--- config.mk ---
export PLATFORM = sky130hd
export DESIGN_NAME = alu_writeback
export DESIGN_NICKNAME = d
export VERILOG_FILES = /design/src/rtl/alu_writeback.sv
export SDC_FILE = /design/constraint.sdc
export NUM_CORES = 1
export LEC_CHECK = 0
export ABC_AREA = 1
export BUFFER_PORTS_ARGS = -buffer_cell sky130_fd_sc_hd__buf_2
export CORE_UTILIZATION = 44
export CTS_CLUSTER_DIAMETER = 100
export DETAILED_ROUTE_END_ITERATION = 8
export MAX_ROUTING_LAYER = met4
export PLACE_DENSITY = 0.77
export SETUP_SLACK_MARGIN = 0.15
export SYNTH_ARGS = -nofsm -noshare
export SYNTH_HDL_FRONTEND = slang
export SYNTH_SLANG_ARGS = --single-unit
--- constraint.sdc ---
create_clock -name clk -period 1.32 [get_ports clk]
set_input_delay 0.264 -clock clk [delete_from_list [all_inputs] [get_ports clk]]
set_output_delay 0.264 -clock clk [all_outputs]
set_load 0.01 [all_outputs]
--- src/rtl/alu_writeback.sv ---
// Commit stage for the f8 ALU: updates C/Z/N flags, pulses the register-file write,
// and sequences 8- or 16-bit stores as little-endian byte writes.
module alu_writeback #(
  parameter int AW     = 16,
  parameter int RSEL_W = 3
) (
  input  logic              clk,
  input  logic              reset_n,
  input  logic              in_valid,
  output logic              in_ready,
  input  logic [15:0]       in_result_reg,
  input  logic [15:0]       in_result_mem,
  input  logic              in_z,
  input  logic              in_n,
  input  logic              in_c,
  input  logic [2:0]        in_flag_mask,
  input  logic              in_wide,
  input  logic              in_reg_we,
  input  logic [RSEL_W-1:0] in_reg_sel,
  input  logic              in_mem_we,
  input  logic [AW-1:0]     in_mem_addr,
  input  logic              flag_ld,
  input  logic [2:0]        flag_ld_val,
  output logic              flag_c,
  output logic              flag_z,
  output logic              flag_n,
  output logic              rf_we,
  output logic [RSEL_W-1:0] rf_sel,
  output logic              rf_wide,
  output logic [15:0]       rf_data,
  output logic              mem_req,
  output logic [AW-1:0]     mem_addr,
  output logic [7:0]        mem_wdata,
  input  logic              mem_ack,
  output logic              busy
);

  typedef enum logic [1:0] {IDLE, WB, MEM_LO, MEM_HI} state_e;

  state_e              state_q, state_d;
  logic [15:0]         res_reg_q, res_mem_q;
  logic                wide_q, reg_we_q, mem_we_q;
  logic [RSEL_W-1:0]   sel_q;
  logic [AW-1:0]       addr_q;
  logic [2:0]          flags_q, flags_d;  // {c,z,n}
  logic                accept;

  assign accept = in_valid && in_ready;

  always_comb begin
    state_d = state_q;
    unique case (state_q)
      IDLE:    if (accept) state_d = WB;
      WB:      state_d = mem_we_q ? MEM_LO : IDLE;
      MEM_LO:  if (mem_ack) state_d = wide_q ? MEM_HI : IDLE;
      MEM_HI:  if (mem_ack) state_d = IDLE;
      default: state_d = IDLE;
    endcase
  end

  // flag_ld overrides every bit of a same-edge masked ALU update
  always_comb begin
    flags_d = flags_q;
    if (accept) begin
      if (in_flag_mask[2]) flags_d[2] = in_c;
      if (in_flag_mask[1]) flags_d[1] = in_z;
      if (in_flag_mask[0]) flags_d[0] = in_n;
    end
    if (flag_ld) flags_d = flag_ld_val;
  end

  always_ff @(posedge clk or negedge reset_n) begin
    if (!reset_n) begin
      state_q   <= IDLE;
      flags_q   <= 3'b000;
      res_reg_q <= '0;
      res_mem_q <= '0;
      wide_q    <= 1'b0;
      reg_we_q  <= 1'b0;
      mem_we_q  <= 1'b0;
      sel_q     <= '0;
      addr_q    <= '0;
    end else begin
      state_q <= state_d;
      flags_q <= flags_d;
      if (accept) begin
        res_reg_q <= in_result_reg;
        res_mem_q <= in_result_mem;
        wide_q    <= in_wide;
        reg_we_q  <= in_reg_we;
        mem_we_q  <= in_mem_we;
        sel_q     <= in_reg_sel;
        addr_q    <= in_mem_addr;
      end
    end
  end

  assign in_ready  = (state_q == IDLE);
  assign busy      = (state_q != IDLE);
  assign flag_c    = flags_q[2];
  assign flag_z    = flags_q[1];
  assign flag_n    = flags_q[0];
  assign rf_we     = (state_q == WB) && reg_we_q;
  assign rf_sel    = sel_q;
  assign rf_wide   = wide_q;
  assign rf_data   = res_reg_q;
  assign mem_req   = (state_q == MEM_LO) || (state_q == MEM_HI);
  // high byte goes to addr+1, wrapping modulo 2^AW
  assign mem_addr  = (state_q == MEM_HI) ? addr_q + AW'(1) : addr_q;
  assign mem_wdata = (state_q == MEM_HI) ? res_mem_q[15:8] : res_mem_q[7:0];

endmodule
==> results.md, run 1 <==
- First-pass GRT wire length: 12.2 mm
- Worst skew pair latency: 330 ps
- Hold path start: in_mem_addr[2]
- MaxCap Viol Count: 0
- Clk root buf: clkbuf_8
- Period utilisation layout: 1.43
- Worst hold margin: 162 ps
- Util after Layout: 0.715
- Area leader, netlist: dfrtp_1
- Core ar.: 6390 um^2
- WL final: 7.40 mm
- Vias in the first global route: 2622
- Measured slew at the worst slew-check pin: 322 ps
- Clock sinks: 59
- VDD IR max: 1.45 mV
- Compound-Gate Fraction of Synth Area: 0.0302
- H-tree Lvls: 3
- Die Ht: 83.8 um
- Mapped cell area: 2940 um^2
- Rows: 29
- IO Port Bufs: 118
- Outcome: complete, but fails checks
- Skew final: 4.72 ps
- Reg-to-reg startpoint: state_q[1]$_DFFE_PN0P_
- Routed vias: 2497
- Post-Synth XOR/XNOR Area: 0.0268
- Cts bufs inserted: 9
- Largest family of logic cells by synthesized area: multiplexers
- Top FF cell, synth: dfrtp_1
- Pins Over Slew Limit: 0
- Syn Area/Cell: 11.1 um^2
- Post-synth EDFFs: 0
- Synth Area in Simple Gates: 0.161
- RSZ-0062 raised after global routing: true
- Initial antenna violation count: 0
- Ys async rst share: 1.00
- Pre-antenna DRT Iters: 5
- Pin count of the biggest net entering global routing: 60
- CP Max Fanout: 3
- Hold crit path type: input pin to flip-flop
- Crit path required time: 1060 ps
- Clock transition at path regs: 60 ps
- Die X: 83.8 um
- Top cells by area, synth: dfrtp_1 (50%), mux2_4 (20%), nand2_1 (6.9%), nor2_1 (2.7%), inv_1 (2.4%)
- Ys Warns: 0
- Overflow after GRT: 0
- 1st-iter DRT viols: 116
- Die ar.: 7020 um^2
- WL/cell: 14.3 um
- Post-Synthesis Cells: 264
- Worst EP arrival: 1620 ps
- Worst Reg-to-Reg Cells: 9
- Initial Utilization: 0.461
- Minimum clock period after layout: 1880 ps
- Final setup violation count: 86
- Static leakage: 2.43 nW
- CP startpoint: addr_q[1]$_DFFE_PN0P_
- Syn_nets: 333
- GPL Wtd Cong: 0.899
- Share of the synthesized area in the top cell type: 0.502
- CP Class: flip-flop to primary output
- Crit path launch type: flip-flop
- Final hold vios: 0
- Hpwl dp: 4.97 mm
- Seq cells post-synth: 59
- Share of layout cells above drive strength 1: 0.610
- Vias per cell: 4.82
- Violated checks: setup timing
- Setup TNS: -34390 ps
- Total GRT Usage: 0.229
- Fmax: 531 MHz
- Relative slew slack: 0.786
- IO Pins: 119
- Post-Synth Adder-Cell Area: 0.00425
- Worst hold path depth: 2
- DRT antenna net count: 0
- CP endpoint kind: primary output
- Power Density: 2380 nW/um^2
- Mux contribution to synthesized area: 0.223
- Yosys cell types: 25
- Area grow syn2layout: 55.2%
- Final setup margin: -562 ps
- Net count, final: 506
- TritonCTS clock tree: built
- Residual DRC count: 0
- Ant diodes: 0
- Clock Path Buffers: 2
- Post-synthesis sequential area ratio: 0.502
## path summary, 6_finish.rpt
path,to,slack [ps]
min,addr_q[2]$_DFFE_PN0P_,160
max,mem_addr[4],-560
max reg2reg,addr_q[8]$_DFFE_PN0P_,-450
max in group asynchronous,res_mem_q[10]$_DFFE_PN0P_,580
min in group asynchronous,flags_q[0]$_DFFE_PN0P_,460
min reg2reg,res_mem_q[1]$_DFFE_PN0P_,510
## per-stage QoR
stage	power, mW	cell area [um^2]	setup WS, ps	instances
floorplan	6.55	3070	-102	264
global placement	8.22	3910	-201	477
detailed placement	8.36	3910	-225	477
CTS	10.8	4520	-576	513
global route	11.6	4570	-706	518
finish	10.9	4570	-562	518
## critical path: stages, from the launching register on
cell and delay [ps]:
dfrtp_1 380, ha_2 190, nand4_1 160, buf_4 200, nor2_4 70, xor2_1 140, buf_2 150
## where the power goes
| part | internal (mW) | switching [mW] |
|---|---|---|
| combinational | 3.54 | 2.63 |
| clock | 0.713 | 0.654 |
| sequential | 2.70 | 0.614 |
| total | 6.96 | 3.90 |
## metal layers
metal / track usage / share of wire / vias to the layer above
li1: - / - / 1220
met1: 0.288 / 0.43 / 1175
met2: 0.364 / 0.50 / 87
met3: 0.0564 / 0.049 / 15
met4: 0.0755 / 0.019 / 0
met5: - / 0 / -
## cell usage in the layout (no fill, tap or decap), types with 5 or more instances in the layout
| cell type | count |
|---|---|
| xnor2_2 | 5 |
| buf_12 | 9 |
| nand3_1 | 8 |
| dfrtp_1 | 58 |
| buf_6 | 11 |
| nor2_4 | 12 |
| buf_4 | 33 |
| nand2_1 | 53 |
| mux2_4 | 40 |
| mux2_2 | 5 |
| nor2_1 | 11 |
| clkbuf_8 | 10 |
| inv_1 | 18 |
| nand4_1 | 11 |
| buf_2 | 115 |
| a21oi_2 | 9 |
## cell usage after synthesis (2+ instances only)
cell	count
xor2_1	3
dfrtp_1	59
nand2_2	2
buf_6	5
clkbuf_1	3
a31oi_1	3
o211ai_1	2
a21oi_1	9
o21ai_0	2
nand4_1	11
nand2_1	54
nor2_1	21
mux2_4	40
mux2_2	5
buf_2	2
nor2_2	2
nand3_1	10
inv_1	19
xnor2_1	6
## area by class of cell
| class | count | area, um^2 |
|---|---|---|
| fillers | 461 | 1820 |
| multi-input cells | 175 | 1520 |
| flip-flops and latches | 59 | 1480 |
| repair buffers | 173 | 1250 |
| clock buffers | 12 | 145 |
| well taps | 77 | 96.3 |
| inverters | 19 | 71.3 |
| clock inverters | 3 | 15.0 |
## repair_timing
item	CTS	global route
resized for setup	43	3
endpoints found under the setup margin	85	88
pin swaps	13	6
cloned	4	0
buffers inserted	16	5
hold endpoints to repair	59	0
hold buffers	1	0
## registers in the layout, indices dropped and copies added, names as in the netlist
name and cells:
addr_q 16, rf_data 16, reg_we_q 1, res_mem_q 16, rf_sel 3, state_q 2, mem_we_q 1, flags_q 3
rf_wide 1
## kinds of logic (layout without fill, tap and decap cells)
family	count (synthesis)	count (layout)
multiplexers	45	45
flip-flops	59	59
buffers and inverters	30	207
AO/OA/AOI/OAI	16	16
AND/OR/NAND/NOR	104	104
XOR/XNOR	9	9
adder cells (fa/ha/maj)	1	1
(Power assumes the default switching activity.)
==> inputs of run 2 (changes only) <==
ABC_AREA = 0   (was 1)
CORE_MARGIN = 1.5   (was not set)
CORE_UTILIZATION = 30   (was 44)
PLACE_DENSITY = not set   (was 0.77)
==> results.md, run 2 <==
- Outcome: complete, but fails checks
- Violated checks: setup timing
- Clock network power share: 0.142
- RSZ-0062 raised after global routing: true
- Commonest cells after routing, fill and taps aside: buf_2 (106), mux2_4 (62), dfrtp_1 (58)
- Net Switching: 3.90 mW
- Initial Utilization: 0.309
- Final hold vios: 0
- Cells along the critical path: ha_1 > and4_1 > and3_4 > nand4_1 > xnor2_2 > buf_2
- Comb pwr share: 0.590
- Hold crit path type: input pin to flip-flop
- Total GRT Usage: 0.163
- Hpwl dp: 4.47 mm
- Post-synth top cells: mux2_2 (62), dfrtp_1 (59), xnor2_1 (14)
- Measured slew at the worst slew-check pin: 328 ps
- Syn Area/Cell: 13.5 um^2
- Top FF cell, synth: dfrtp_1
- Syn_nets: 268
- Clock transition at path regs: 70 ps
- Cell-internal power: 8.34 mW
- 1st-iter DRT viols: 22
- CP endpoint kind: primary output
- Initial antenna violation count: 0
- Seq cells post-synth: 59
- Power Density: 2480 nW/um^2
- GPL Wtd Cong: 0.737
- Overflow after GRT: 0
- Die Ht: 97.6 um
- Mapped cell area: 2680 um^2
- Final setup violation count: 87
- DRT antenna net count: 0
- Clock sinks: 59
- Fmax: 504 MHz
- Design Power: 12.2 mW
- VDD IR max: 1.03 mV
- H-tree Lvls: 3
- Final setup margin: -662 ps
- CP max-delay cell: dfrtp_1
- Crit path required time: 1060 ps
- MaxCap Viol Count: 0
- Clk root buf: clkbuf_8
- Post-synth EDFFs: 0
- DP Area: 3690 um^2
- Cts bufs inserted: 9
- Setup TNS: -45170 ps
- Worst hold margin: 163 ps
- Relative slew slack: 0.781
- Clock Path Buffers: 2
- Pre-antenna DRT Iters: 4
- CP Class: flip-flop to primary output
- Die ar.: 9520 um^2
- Most instantiated library cell after synthesis: mux2_2
- Vias in the first global route: 2366
- Sw Ratio: 0.318
- Crit path launch type: flip-flop
- Net count, final: 448
- R2R Setup Slk: -600 ps
- TritonCTS clock tree: built
- Minimum clock period after layout: 1980 ps
- Ys Warns: 0
- Worst EP arrival: 1720 ps
- Commonest non-fill, non-tap cell in the layout: buf_2
- Share of the synthesized area in the top cell type: 0.550
- CP Max Fanout: 3
- Pins Over Slew Limit: 0
- First-pass GRT wire length: 11.8 mm
- Ant diodes: 0
- Ys async rst share: 1.00
- IO Port Bufs: 118
- Static leakage: 2.44 nW
- Area leader, netlist: dfrtp_1
- Residual DRC count: 0
- Top cells by area, synth: dfrtp_1 (55%), mux2_2 (26%), xnor2_1 (4.6%), nand4_1 (1.2%), buf_4 (1.1%)
- IO Pins: 119
- Slowest stage delay, CP: 360 ps
- Area grow syn2layout: 83.5%
- Routed vias: 2262
- Rows: 34
- DP Worst Slack: -348 ps
- Pin count of the biggest net entering global routing: 60
- Share of layout cells above drive strength 1: 0.768
- WL final: 7.81 mm
- Die X: 97.6 um
- Post-synthesis sequential area ratio: 0.550
- Worst skew pair latency: 320 ps
- Reg power frac: 0.268
- Cell area after layout: 4930 um^2
- Post-Synthesis Cells: 199
- Yosys cell types: 27
- Vias per cell: 4.60
- Core ar.: 8680 um^2
- Period utilisation layout: 1.50
- Skew final: 5.68 ps
- WL/cell: 15.9 um
run 2: cell count changes after synthesis, moves of 5 or more:
cell     before  now
mux2_2        5   62
nor2_1       21    4
nand3_1      10    5
nand4_1      11    5
mux2_4       40    0
xnor2_1       6   14
nand2_1      54    7
inv_1        19    6
run 2: worst max-delay path: cells and delay by family, from the launching register on:
family | cells | cell delay (ps)
xor+xnor | 1 | 160
flops | 1 | 360
fa+ha+maj | 1 | 170
buf+inv | 1 | 130
simple gates | 3 | 570
run 2: layout make-up:
class / count / area [um^2]
fill: 760 / 3750
multi-input combinational: 123 / 1550
timing repair buffer: 180 / 1530
sequential: 59 / 1480
clock buffer: 12 / 165
tap: 108 / 135
clock inverter: 4 / 47.5
inverter: 6 / 25.0
run 2: path summary, 6_finish.rpt:
check	endpoint	depth (start not counted)	from
min reg2reg	rf_data[11]$_DFFE_PN0P_	1	rf_data[11]$_DFFE_PN0P_
max	mem_addr[14]	6	addr_q[0]$_DFFE_PN0P_
max reg2reg	flags_q[0]$_DFFE_PN0P_	11	state_q[1]$_DFFE_PN0P_
min in group asynchronous	rf_data[11]$_DFFE_PN0P_	3	reset_n
min	rf_data[7]$_DFFE_PN0P_	2	in_result_reg[7]
max in group asynchronous	addr_q[12]$_DFFE_PN0P_	3	reset_n
run 2: layer usage:
layer	vias to the layer above	routed length [um]	GRT usage
met5	-	0	-
met4	0	102	0.0527
met3	10	352	0.0295
met2	70	3940	0.270
met1	1121	3410	0.203
li1	1061	-	-
run 2: repair_timing:
item,in CTS,in global routing
pin swaps,13,11
endpoints found under the hold margin,59,0
resized for setup,50,79
setup endpoints to repair,87,87
setup buffers,14,9
hold buffers,1,0
gates cloned,8,0
run 2: kinds of logic after synthesis:
| kind of cell | synth area share |
|---|---|
| multiplexers | 0.260 |
| flip-flops | 0.550 |
| AND/OR/NAND/NOR | 0.0667 |
| buffers and inverters | 0.0345 |
| XOR/XNOR | 0.0490 |
| AO/OA/AOI/OAI | 0.0350 |
| adder cells (fa/ha/maj) | 0.00466 |
run 2: per-stage QoR:
stage                     cells   util
after floorplan             199      -
after global placement      444  0.426
after detailed placement    444  0.426
after CTS                   483  0.520
after global routing        492  0.568
final                       492  0.568
run 2: power by group through the flow:
stage          logic [mW]  registers, mW  clock network (mW)
3_5_place_dp         4.47           3.24                   0
3_3_place_gp         4.39           3.20                   0
5_1_grt              7.64           3.39                1.87
2_1_floorplan        2.58           3.42                   0
6_report             7.22           3.27                1.74
4_1_cts              6.18           3.22                1.80
==> inputs of run 3 (changes only) <==
CAP_MARGIN = 30   (was not set)
CORE_UTILIZATION = 42   (was 30)
PLACE_DENSITY = 0.75   (was not set)
==> results.md, run 3 (same netlist as run 2, synthesis figures left out) <==
- TritonCTS clock tree: built
- Relative slew slack: 0.785
- Routed vias: 2260
- Overflow after GRT: 0
- CP Class: flip-flop to primary output
- Vias in the first global route: 2338
- MaxCap Viol Count: 0
- Ant diodes: 0
- Violated checks: setup timing
- Clk root buf: clkbuf_8
- Die ar.: 6880 um^2
- Clock sinks: 59
- Minimum clock period after layout: 1930 ps
- Design Power: 11.8 mW
- Worst path buffer plus inverter count: 1
- Cell area after layout: 4760 um^2
- VDD IR max: 1.58 mV
- DP Area: 3640 um^2
- Initial antenna violation count: 0
- Worst skew pair latency: 330 ps
- Cts bufs inserted: 9
- Final hold vios: 0
- Area grow syn2layout: 77.5%
- Worst EP arrival: 1670 ps
- Reg power frac: 0.283
- Final cell count without fillers: 459
- Pre-antenna DRT Iters: 4
- Core ar.: 6060 um^2
- Die Ht: 82.9 um
- WL/cell: 16.3 um
- Static leakage: 2.39 nW
- Fmax: 518 MHz
- Cell-internal power: 7.93 mW
- DRT antenna net count: 0
- Vias per cell: 4.92
- Cells along the critical path: ha_2 > and4_1 > and3_4 > nand4_1 > xnor2_2 > buf_2
- Power Density: 2470 nW/um^2
- Util after Layout: 0.786
- Crit path required time: 1060 ps
- Period utilisation layout: 1.46
- IO Pins: 119
- Crit-path leading delay family: simple AND/OR/NAND/NOR gates
- Total GRT Usage: 0.222
- Slowest stage delay, CP: 360 ps
- CP max-delay cell: dfrtp_1
- Die X: 82.9 um
- Pins Over Slew Limit: 0
- 1st-iter DRT viols: 62
- Setup TNS: -39840 ps
- Clock transition at path regs: 70 ps
- CP endpoint kind: primary output
- Crit path launch type: flip-flop
- Hold crit path type: input pin to flip-flop
- First-pass GRT wire length: 11.8 mm
- IO Port Bufs: 118
- Rows: 28
- Final setup margin: -610 ps
- Commonest cells after routing, fill and taps aside: buf_2 (106), mux2_4 (60), dfrtp_1 (56)
- RSZ-0062 raised after global routing: true
- Net count, final: 448
- Outcome: complete, but fails checks
- GPL Wtd Cong: 0.748
- Initial Utilization: 0.443
- CP Max Fanout: 3
- Final setup violation count: 87
- Skew final: 8.88 ps
- Share of layout cells above drive strength 1: 0.766
- Measured slew at the worst slew-check pin: 322 ps
- WL final: 7.48 mm
- Hpwl dp: 4.35 mm
- H-tree Lvls: 3
- Clock Path Buffers: 2
- Residual DRC count: 0
- Sw Ratio: 0.326
- Net Switching: 3.84 mW
- Clock network power share: 0.126
- Pin count of the biggest net entering global routing: 60
- Inst Count DP: 408
- Comb pwr share: 0.591
- Commonest non-fill, non-tap cell in the layout: buf_2
## run 3: what timing repair did
item,4_1_cts,5_1_grt
pin swaps,11,16
setup endpoints to repair,86,88
cloned,6,1
hold endpoints to repair,59,0
gates resized for setup,95,30
buffers inserted,16,11
hold buffers,1,0
## run 3: path summary, 6_finish.rpt
path | from | endpoint | slack [ps] | cells after the start
setup / recovery | addr_q[0]$_DFFE_PN0P_ | mem_addr[14] | -610 | 6
hold / removal | in_mem_addr[10] | addr_q[10]$_DFFE_PN0P_ | 160 | 2
setup reg to reg | state_q[0]$_DFFE_PN0P_ | addr_q[12]$_DFFE_PN0P_ | -500 | 7
hold reg to reg | rf_data[6]$_DFFE_PN0P_ | rf_data[6]$_DFFE_PN0P_ | 510 | 1
max in group asynchronous | reset_n | state_q[1]$_DFFE_PN0P_ | 560 | 3
min in group asynchronous | reset_n | reg_we_q$_DFFE_PN0P_ | 470 | 3
## run 3: power by group through the flow
stage          registers [mW]  logic (mW)  clock network, mW
2_1_floorplan            3.42        2.58                  0
3_3_place_gp             3.21        4.31                  0
3_5_place_dp             3.26        4.41                  0
4_1_cts                  3.27        6.32               1.50
5_1_grt                  3.44        7.36               1.59
6_report                 3.33        6.96               1.48
## run 3: area by class of cell
| cell class | instances | area, um^2 |
|---|---|---|
| timing repair buffer | 180 | 1450 |
| clock buffer | 12 | 155 |
| sequential | 59 | 1480 |
| inverter | 6 | 25.0 |
| fill | 381 | 1300 |
| tap | 75 | 93.8 |
| multi-input combinational | 123 | 1530 |
| clock inverter | 4 | 25.0 |
## run 3: per-stage QoR
stage / worst slack, ps / hold slack, ps
3_5_place_dp: -362 / 295
6_report: -610 / 162
2_1_floorplan: -219 / -31.6
4_1_cts: -624 / 156
3_3_place_gp: -324 / 293
5_1_grt: -693 / 155
## run 3: routing by layer
metal  GRT usage  vias up  share of wire
met5           -        -              0
met2       0.346       70           0.50
li1            -     1071              -
met1       0.292     1109           0.45
met3      0.0447       10          0.040
met4      0.0773        0          0.014
